==> config.mk <==
export PLATFORM = sky130hd
export DESIGN_NAME = rv32i_dmem_arbiter_flat
export DESIGN_NICKNAME = d
export VERILOG_FILES = /design/src/rtl/rv32i_dmem_arbiter_if.sv /design/src/rtl/rv32i_dmem_arbiter.sv /design/src/flat_wrapper.sv
export SDC_FILE = /design/constraint.sdc
export NUM_CORES = 1
export LEC_CHECK = 0
export ABC_AREA = 1
export CORE_AREA = 2 2 120 122
export DETAILED_ROUTE_END_ITERATION = 12
export DIE_AREA = 0 0 122 124
export PLACE_DENSITY_LB_ADDON = 0.15
export REMOVE_ABC_BUFFERS = 1
export SYNTH_ARGS = -nofsm -noshare
export SYNTH_HDL_FRONTEND = slang
export SYNTH_SLANG_ARGS = --single-unit
==> constraint.sdc <==
create_clock -name clk -period 3.5 [get_ports clk]
set_input_delay 1.05 -clock clk [delete_from_list [all_inputs] [get_ports clk]]
set_output_delay 1.05 -clock clk [all_outputs]
set_load 0.01 [all_outputs]
==> src/rtl/rv32i_dmem_arbiter_if.sv <==
// rtl/rv32i_dmem_arbiter_if.sv - CPU, loader and RAM data-port signals for the dmem arbiter
interface rv32i_dmem_arbiter_if;
    logic        cpu_req;
    logic        cpu_we;
    logic [3:0]  cpu_be;
    logic [29:0] cpu_addr;
    logic [31:0] cpu_wdata;
    logic        cpu_gnt;
    logic        cpu_stall;
    logic        cpu_rvalid;
    logic [31:0] cpu_rdata;

    logic        ldr_req;
    logic        ldr_lock;
    logic        ldr_we;
    logic [3:0]  ldr_be;
    logic [29:0] ldr_addr;
    logic [31:0] ldr_wdata;
    logic        ldr_gnt;
    logic        ldr_rvalid;
    logic [31:0] ldr_rdata;

    logic        memif_we;
    logic [3:0]  memif_be;
    logic [29:0] memif_addr;
    logic [31:0] memif_wdata;
    logic [31:0] memif_rdata;

    modport slave (
        input  cpu_req, cpu_we, cpu_be, cpu_addr, cpu_wdata,
        output cpu_gnt, cpu_stall, cpu_rvalid, cpu_rdata,
        input  ldr_req, ldr_lock, ldr_we, ldr_be, ldr_addr, ldr_wdata,
        output ldr_gnt, ldr_rvalid, ldr_rdata,
        output memif_we, memif_be, memif_addr, memif_wdata,
        input  memif_rdata
    );

    modport master (
        output cpu_req, cpu_we, cpu_be, cpu_addr, cpu_wdata,
        input  cpu_gnt, cpu_stall, cpu_rvalid, cpu_rdata,
        output ldr_req, ldr_lock, ldr_we, ldr_be, ldr_addr, ldr_wdata,
        input  ldr_gnt, ldr_rvalid, ldr_rdata,
        input  memif_we, memif_be, memif_addr, memif_wdata,
        output memif_rdata
    );
endinterface

==> src/rtl/rv32i_dmem_arbiter.sv <==
// rtl/rv32i_dmem_arbiter.sv - two-master arbiter for the data port of the dual-port RAM
module rv32i_dmem_arbiter #(
    parameter int MAX_WAIT = 4,
    parameter int CNT_W    = 3
) (
    input  logic                 clk,
    input  logic                 reset,
    rv32i_dmem_arbiter_if.slave  bus
);

    typedef enum logic [1:0] {
        PRI_CPU = 2'd0,
        PRI_LDR = 2'd1,
        LOCK    = 2'd2
    } state_t;

    localparam logic [CNT_W-1:0] WAIT_LAST = CNT_W'(MAX_WAIT - 1);

    state_t            r_state;
    state_t            w_state_nxt;
    logic [CNT_W-1:0]  r_wait_cnt;
    logic [CNT_W-1:0]  w_wait_nxt;
    logic              r_cpu_rvalid;
    logic              r_ldr_rvalid;

    logic              w_cpu_gnt;
    logic              w_ldr_gnt;
    logic              w_ldr_denied;
    logic              w_memif_we;
    logic [3:0]        w_memif_be;
    logic [29:0]       w_memif_addr;
    logic [31:0]       w_memif_wdata;

    // Grants are masked by reset so they drop the instant reset falls.
    always_comb begin
        w_cpu_gnt = 1'b0;
        w_ldr_gnt = 1'b0;
        if (reset) begin
            case (r_state)
                PRI_CPU: begin
                    w_cpu_gnt = bus.cpu_req;
                    w_ldr_gnt = bus.ldr_req & ~bus.cpu_req;
                end
                PRI_LDR: begin
                    w_ldr_gnt = bus.ldr_req;
                    w_cpu_gnt = bus.cpu_req & ~bus.ldr_req;
                end
                LOCK: begin
                    w_ldr_gnt = bus.ldr_req;
                end
                default: ;
            endcase
        end
    end

    assign w_ldr_denied = bus.ldr_req & ~w_ldr_gnt;

    always_comb begin
        w_state_nxt = r_state;
        case (r_state)
            PRI_CPU: begin
                if (w_ldr_gnt && bus.ldr_lock)
                    w_state_nxt = LOCK;
                else if (w_ldr_denied && (r_wait_cnt == WAIT_LAST))
                    w_state_nxt = PRI_LDR;
            end
            PRI_LDR: begin
                if (w_ldr_gnt && bus.ldr_lock)
                    w_state_nxt = LOCK;
                else if (w_ldr_gnt || !bus.ldr_req)
                    w_state_nxt = PRI_CPU;
            end
            LOCK: begin
                if (!bus.ldr_req || (w_ldr_gnt && !bus.ldr_lock))
                    w_state_nxt = PRI_CPU;
            end
            default: w_state_nxt = PRI_CPU;
        endcase
    end

    always_comb begin
        w_wait_nxt = r_wait_cnt;
        if (!bus.ldr_req || w_ldr_gnt ||
            ((w_state_nxt == PRI_CPU) && (r_state != PRI_CPU)))
            w_wait_nxt = '0;
        else if (r_wait_cnt != WAIT_LAST)
            w_wait_nxt = r_wait_cnt + 1'b1;
    end

    always_ff @(posedge clk or negedge reset) begin
        if (!reset) begin
            r_state      <= PRI_CPU;
            r_wait_cnt   <= '0;
            r_cpu_rvalid <= 1'b0;
            r_ldr_rvalid <= 1'b0;
        end else begin
            r_state      <= w_state_nxt;
            r_wait_cnt   <= w_wait_nxt;
            r_cpu_rvalid <= w_cpu_gnt & ~bus.cpu_we;
            r_ldr_rvalid <= w_ldr_gnt & ~bus.ldr_we;
        end
    end

    // Idle cycles park address/data on the CPU fields; reset zeroes everything.
    always_comb begin
        w_memif_we    = 1'b0;
        w_memif_be    = 4'h0;
        w_memif_addr  = '0;
        w_memif_wdata = '0;
        if (reset) begin
            if (w_ldr_gnt) begin
                w_memif_we    = bus.ldr_we;
                w_memif_be    = bus.ldr_be;
                w_memif_addr  = bus.ldr_addr;
                w_memif_wdata = bus.ldr_wdata;
            end else begin
                w_memif_addr  = bus.cpu_addr;
                w_memif_wdata = bus.cpu_wdata;
                if (w_cpu_gnt) begin
                    w_memif_we = bus.cpu_we;
                    w_memif_be = bus.cpu_be;
                end
            end
        end
    end

    assign bus.cpu_gnt     = w_cpu_gnt;
    assign bus.ldr_gnt     = w_ldr_gnt;
    assign bus.cpu_stall   = bus.cpu_req & ~w_cpu_gnt;
    assign bus.cpu_rvalid  = r_cpu_rvalid;
    assign bus.ldr_rvalid  = r_ldr_rvalid;
    assign bus.cpu_rdata   = bus.memif_rdata;
    assign bus.ldr_rdata   = bus.memif_rdata;
    assign bus.memif_we    = w_memif_we;
    assign bus.memif_be    = w_memif_be;
    assign bus.memif_addr  = w_memif_addr;
    assign bus.memif_wdata = w_memif_wdata;

endmodule

==> src/flat_wrapper.sv <==
// flat-port wrapper written by rule: the top's interface ports become plain ports
module rv32i_dmem_arbiter_flat 
#(
    parameter int MAX_WAIT = 4,
    parameter int CNT_W    = 3
)
  (clk, reset, bus_cpu_req, bus_cpu_we, bus_cpu_be, bus_cpu_addr, bus_cpu_wdata, bus_cpu_gnt, bus_cpu_stall, bus_cpu_rvalid, bus_cpu_rdata, bus_ldr_req, bus_ldr_lock, bus_ldr_we, bus_ldr_be, bus_ldr_addr, bus_ldr_wdata, bus_ldr_gnt, bus_ldr_rvalid, bus_ldr_rdata, bus_memif_we, bus_memif_be, bus_memif_addr, bus_memif_wdata, bus_memif_rdata);
  rv32i_dmem_arbiter_if bus_i ();
  input  logic clk;
  input  logic reset;
  input wire logic [$bits(bus_i.cpu_req)-1:0] bus_cpu_req;
  input wire logic [$bits(bus_i.cpu_we)-1:0] bus_cpu_we;
  input wire logic [$bits(bus_i.cpu_be)-1:0] bus_cpu_be;
  input wire logic [$bits(bus_i.cpu_addr)-1:0] bus_cpu_addr;
  input wire logic [$bits(bus_i.cpu_wdata)-1:0] bus_cpu_wdata;
  output wire logic [$bits(bus_i.cpu_gnt)-1:0] bus_cpu_gnt;
  output wire logic [$bits(bus_i.cpu_stall)-1:0] bus_cpu_stall;
  output wire logic [$bits(bus_i.cpu_rvalid)-1:0] bus_cpu_rvalid;
  output wire logic [$bits(bus_i.cpu_rdata)-1:0] bus_cpu_rdata;
  input wire logic [$bits(bus_i.ldr_req)-1:0] bus_ldr_req;
  input wire logic [$bits(bus_i.ldr_lock)-1:0] bus_ldr_lock;
  input wire logic [$bits(bus_i.ldr_we)-1:0] bus_ldr_we;
  input wire logic [$bits(bus_i.ldr_be)-1:0] bus_ldr_be;
  input wire logic [$bits(bus_i.ldr_addr)-1:0] bus_ldr_addr;
  input wire logic [$bits(bus_i.ldr_wdata)-1:0] bus_ldr_wdata;
  output wire logic [$bits(bus_i.ldr_gnt)-1:0] bus_ldr_gnt;
  output wire logic [$bits(bus_i.ldr_rvalid)-1:0] bus_ldr_rvalid;
  output wire logic [$bits(bus_i.ldr_rdata)-1:0] bus_ldr_rdata;
  output wire logic [$bits(bus_i.memif_we)-1:0] bus_memif_we;
  output wire logic [$bits(bus_i.memif_be)-1:0] bus_memif_be;
  output wire logic [$bits(bus_i.memif_addr)-1:0] bus_memif_addr;
  output wire logic [$bits(bus_i.memif_wdata)-1:0] bus_memif_wdata;
  input wire logic [$bits(bus_i.memif_rdata)-1:0] bus_memif_rdata;
  assign bus_i.cpu_req = bus_cpu_req;
  assign bus_i.cpu_we = bus_cpu_we;
  assign bus_i.cpu_be = bus_cpu_be;
  assign bus_i.cpu_addr = bus_cpu_addr;
  assign bus_i.cpu_wdata = bus_cpu_wdata;
  assign bus_cpu_gnt = bus_i.cpu_gnt;
  assign bus_cpu_stall = bus_i.cpu_stall;
  assign bus_cpu_rvalid = bus_i.cpu_rvalid;
  assign bus_cpu_rdata = bus_i.cpu_rdata;
  assign bus_i.ldr_req = bus_ldr_req;
  assign bus_i.ldr_lock = bus_ldr_lock;
  assign bus_i.ldr_we = bus_ldr_we;
  assign bus_i.ldr_be = bus_ldr_be;
  assign bus_i.ldr_addr = bus_ldr_addr;
  assign bus_i.ldr_wdata = bus_ldr_wdata;
  assign bus_ldr_gnt = bus_i.ldr_gnt;
  assign bus_ldr_rvalid = bus_i.ldr_rvalid;
  assign bus_ldr_rdata = bus_i.ldr_rdata;
  assign bus_memif_we = bus_i.memif_we;
  assign bus_memif_be = bus_i.memif_be;
  assign bus_memif_addr = bus_i.memif_addr;
  assign bus_memif_wdata = bus_i.memif_wdata;
  assign bus_i.memif_rdata = bus_memif_rdata;
  rv32i_dmem_arbiter #(.MAX_WAIT(MAX_WAIT), .CNT_W(CNT_W)) u_core (.clk(clk), .reset(reset), .bus(bus_i));
endmodule
==> results.md <==
- Pint: 0.8420 mW
- Fin. Hold Viols: 0
- Area occupied by multi-input gates: 0.001146 mm^2
- Worst Reg-to-Reg Cells: 15
- Number of buffers inserted by port buffering: 210
- Worst R2R Start: u_core.r_state[0]
- Syn. warnings: 0
- Largest area contributor in the netlist: nand2_1
- Switching power: 0.6568 mW
- Initial Util: 0.1415
- Top sig layer: met5
- Core area: 0.01372 mm^2
- Hold Path Class: register to register
- Min-Delay Path Depth: 2
- F_max: 297.0 MHz
- DP Wirelength: 10110 um
- R2r setup slk: 1390 ps
- Hold path start: u_core.r_wait_cnt[1]
- Post-synthesis simple-gate area fraction: 0.5232
- Fin area: 0.003929 mm^2
- Worst Path Max Fanout: 8
- Total power draw: 1.499 mW
- Final setup viols: 0
- Area share of the largest cell type after synthesis: 0.2996
- Comb power frac: 0.781
- WS Path Type: input port to primary output
- Max VDD drop: 0.1383 mV
- Min-Delay Endpoint: u_core.r_wait_cnt[1]
- Status: complete, no violations
- Worst r2r dst: u_core.r_wait_cnt[1]
- Leak Pwr: 2.038 nW
- Final Cycle Share: 0.9620
- Grt ovf: 0
- Worst-margin pin slew: 333.4 ps
- Syn-to-layout area delta: 102.3%
- #FFs+latches synth: 7
- M1 WL: 5057 um
- Synth area leaders: nand2_1 30%, buf_4 25%, nand3_1 19%, dfrtp_1 9.0%, ha_1 3.9%
- WP data required: 2450 ps
- Maxcap violations: 0
- Compound-Gate Fraction of Synth Area: 0.01353
- Fin Clk Skew: 4.755 ps
- Maximum clock path buffer count: 2
- Htree depth: 1
- Initial antenna violation count: 0
- TritonCTS buffer count: 3
- Clk sink count: 7
- Count of cell types in the netlist: 21
- Register area share after synthesis: 0.09021
- Clock Latency Late Sink: 230 ps
- Vias: 2927
- Max Transition Viols Final: 0
- Avg Cell Area, Syn: 5.364 um^2
- Largest net degree at the start of global routing: 48
- Syn Std Cell Area: 0.001942 mm^2
- N_diodes: 0
- TritonCTS clock tree: done
- Final Critical Period: 3367 ps
- Detailed Route WL: 12870 um
- Sequential cell area: 175.2 um^2
- Routed wl met3: 1697 um
- CP Capture Type: primary output
- Largest family of logic cells by synthesized area: simple AND/OR/NAND/NOR gates
- Most frequent cells in the layout: 153 x nand2_1, 137 x clkdlybuf4s50_1, 72 x nand3_1
- Die Footprint: 0.01513 mm^2
- Clk slew on worst S/H paths: 40 ps
- Vias in the first global route: 2840
- Pre-CTS setup slack: -460.4 ps
- Dpl cell area: 0.003886 mm^2
- Most common cell after layout, fill and taps aside: nand2_1
- Final non-filler cell total: 701
- Ports: 307
- Filler cell count: 1553
- Placed instance count: 685
- First-pass GRT wire length: 17600 um
- Synthesized-area fraction occupied by adder cells: 0.03866
- RSZ-0062 raised after global routing: false
- DRC errors left: 0
- Worst setup SP type: input port
- WP data arrival: 2320 ps
- Post-Syn Instances: 362
- Clock power frac: 0.133
- Mux cell area share after synthesis: 0
- Routability Congestion: 0.7528
- 1st-pass router iterations: 4
- Die X: 122 um
- Sequential fraction of design power: 0.086
- Post-Synth XOR/XNOR Area: 0
- All-layer global routing usage: 0.1583
- DR iter-0 viols: 136
- Post-route ant nets: 0
- Wirelength per Cell: 18.37 um
- Worst slew margin: 0.7760
- FP Rows: 43
- Switching share of power: 0.4382
- Fin nets: 699
- Clock Root Buffer: clkbuf_16
- Pwr Density: 381.5 mW/mm^2
- Chip height: 124 um
- Routed wl met2: 5900 um
- Layout cells sized above 1: 0.2092
- Final worst slack: 132.9 ps
- Via density: 4.175
- Hold_buf cts: 0
-- how the worst max path moves through the flow --
stage	startpoint	endpoint	cells past startpoint
after floorplan	bus_cpu_req	bus_memif_addr[0]	7
after global placement	bus_cpu_req	bus_memif_addr[2]	10
after detailed placement	bus_cpu_req	bus_memif_addr[2]	10
after CTS	bus_cpu_req	bus_memif_addr[18]	11
after global routing	bus_ldr_req	bus_memif_we	11
final	bus_ldr_req	bus_memif_wdata[2]	10
-- worst max-delay path: stages --
cell and delay, ps:
dlygate4sd2_1 230, nand2_1 70, nor2_2 170, nand2_4 120
buf_12 170, buf_12 130, buf_4 120, nand3_1 50
nand2_1 60, buf_2 140
-- logic make-up (layout without fill, tap and decap cells) --
logic type,after synthesis,count (layout)
AO/OA/AOI/OAI,5,5
adder cells (fa/ha/maj),6,6
buffers and inverters,103,262
flip-flops,7,7
AND/OR/NAND/NOR,241,241
-- Yosys cell counts, drive strengths merged --
library cell / n
a31oi: 1
buf: 79
nor4: 1
o21ai: 1
nand4: 1
inv: 17
dfrtp: 7
ha: 6
a21oi: 3
nor2: 6
nand2: 156
clkbuf: 7
nor3: 2
nand3: 75
-- metal layers --
metal,up-vias,track usage
met3,13,0.1021
met2,204,0.2343
li1,1395,-
met4,2,0.03089
met1,1313,0.1869
met5,-,0.08333
-- state kept, by name, indices dropped and copies added (netlist names) --
name,count
u_core.bus.ldr_rvalid,1
u_core.r_state,2
u_core.bus.cpu_rvalid,1
u_core.r_wait_cnt,3
-- layout make-up --
cell class,instances,area share
multi-input combinational,252,0.2917
clock buffer,4,0.02006
tap,180,0.05732
inverter,17,0.01815
timing repair buffer,241,0.5682
sequential,7,0.04459
-- stage by stage --
step / util / hold slack, ps / TNS, ps
after floorplan: - / 468.7 / -65990
after global placement: 0.2833 / 489.6 / -29460
after detailed placement: 0.2833 / 494.8 / -27820
after CTS: 0.2884 / 502.8 / -775.8
after global routing: 0.2864 / 544.6 / 0
final: 0.2864 / 496.4 / 0
-- power groups by stage --
stage / Combinational [mW] / Clock (mW) / Sequential (mW)
2_1_floorplan: 0.456 / 0 / 0.126
3_3_place_gp: 1.16 / 0 / 0.129
3_5_place_dp: 1.16 / 0 / 0.131
4_1_cts: 1.21 / 0.202 / 0.130
5_1_grt: 1.29 / 0.208 / 0.132
6_report: 1.17 / 0.200 / 0.129
-- repair_timing --
item                                    4_1_cts  5_1_grt
endpoints found under the hold margin         0        0
cloned                                        4        0
setup buffers                                 9        0
gates resized for setup                     283        3
endpoints found under the setup margin       70       64
pin swaps                                     3        5
No activity file was read; power rests on OpenSTA's default activity.
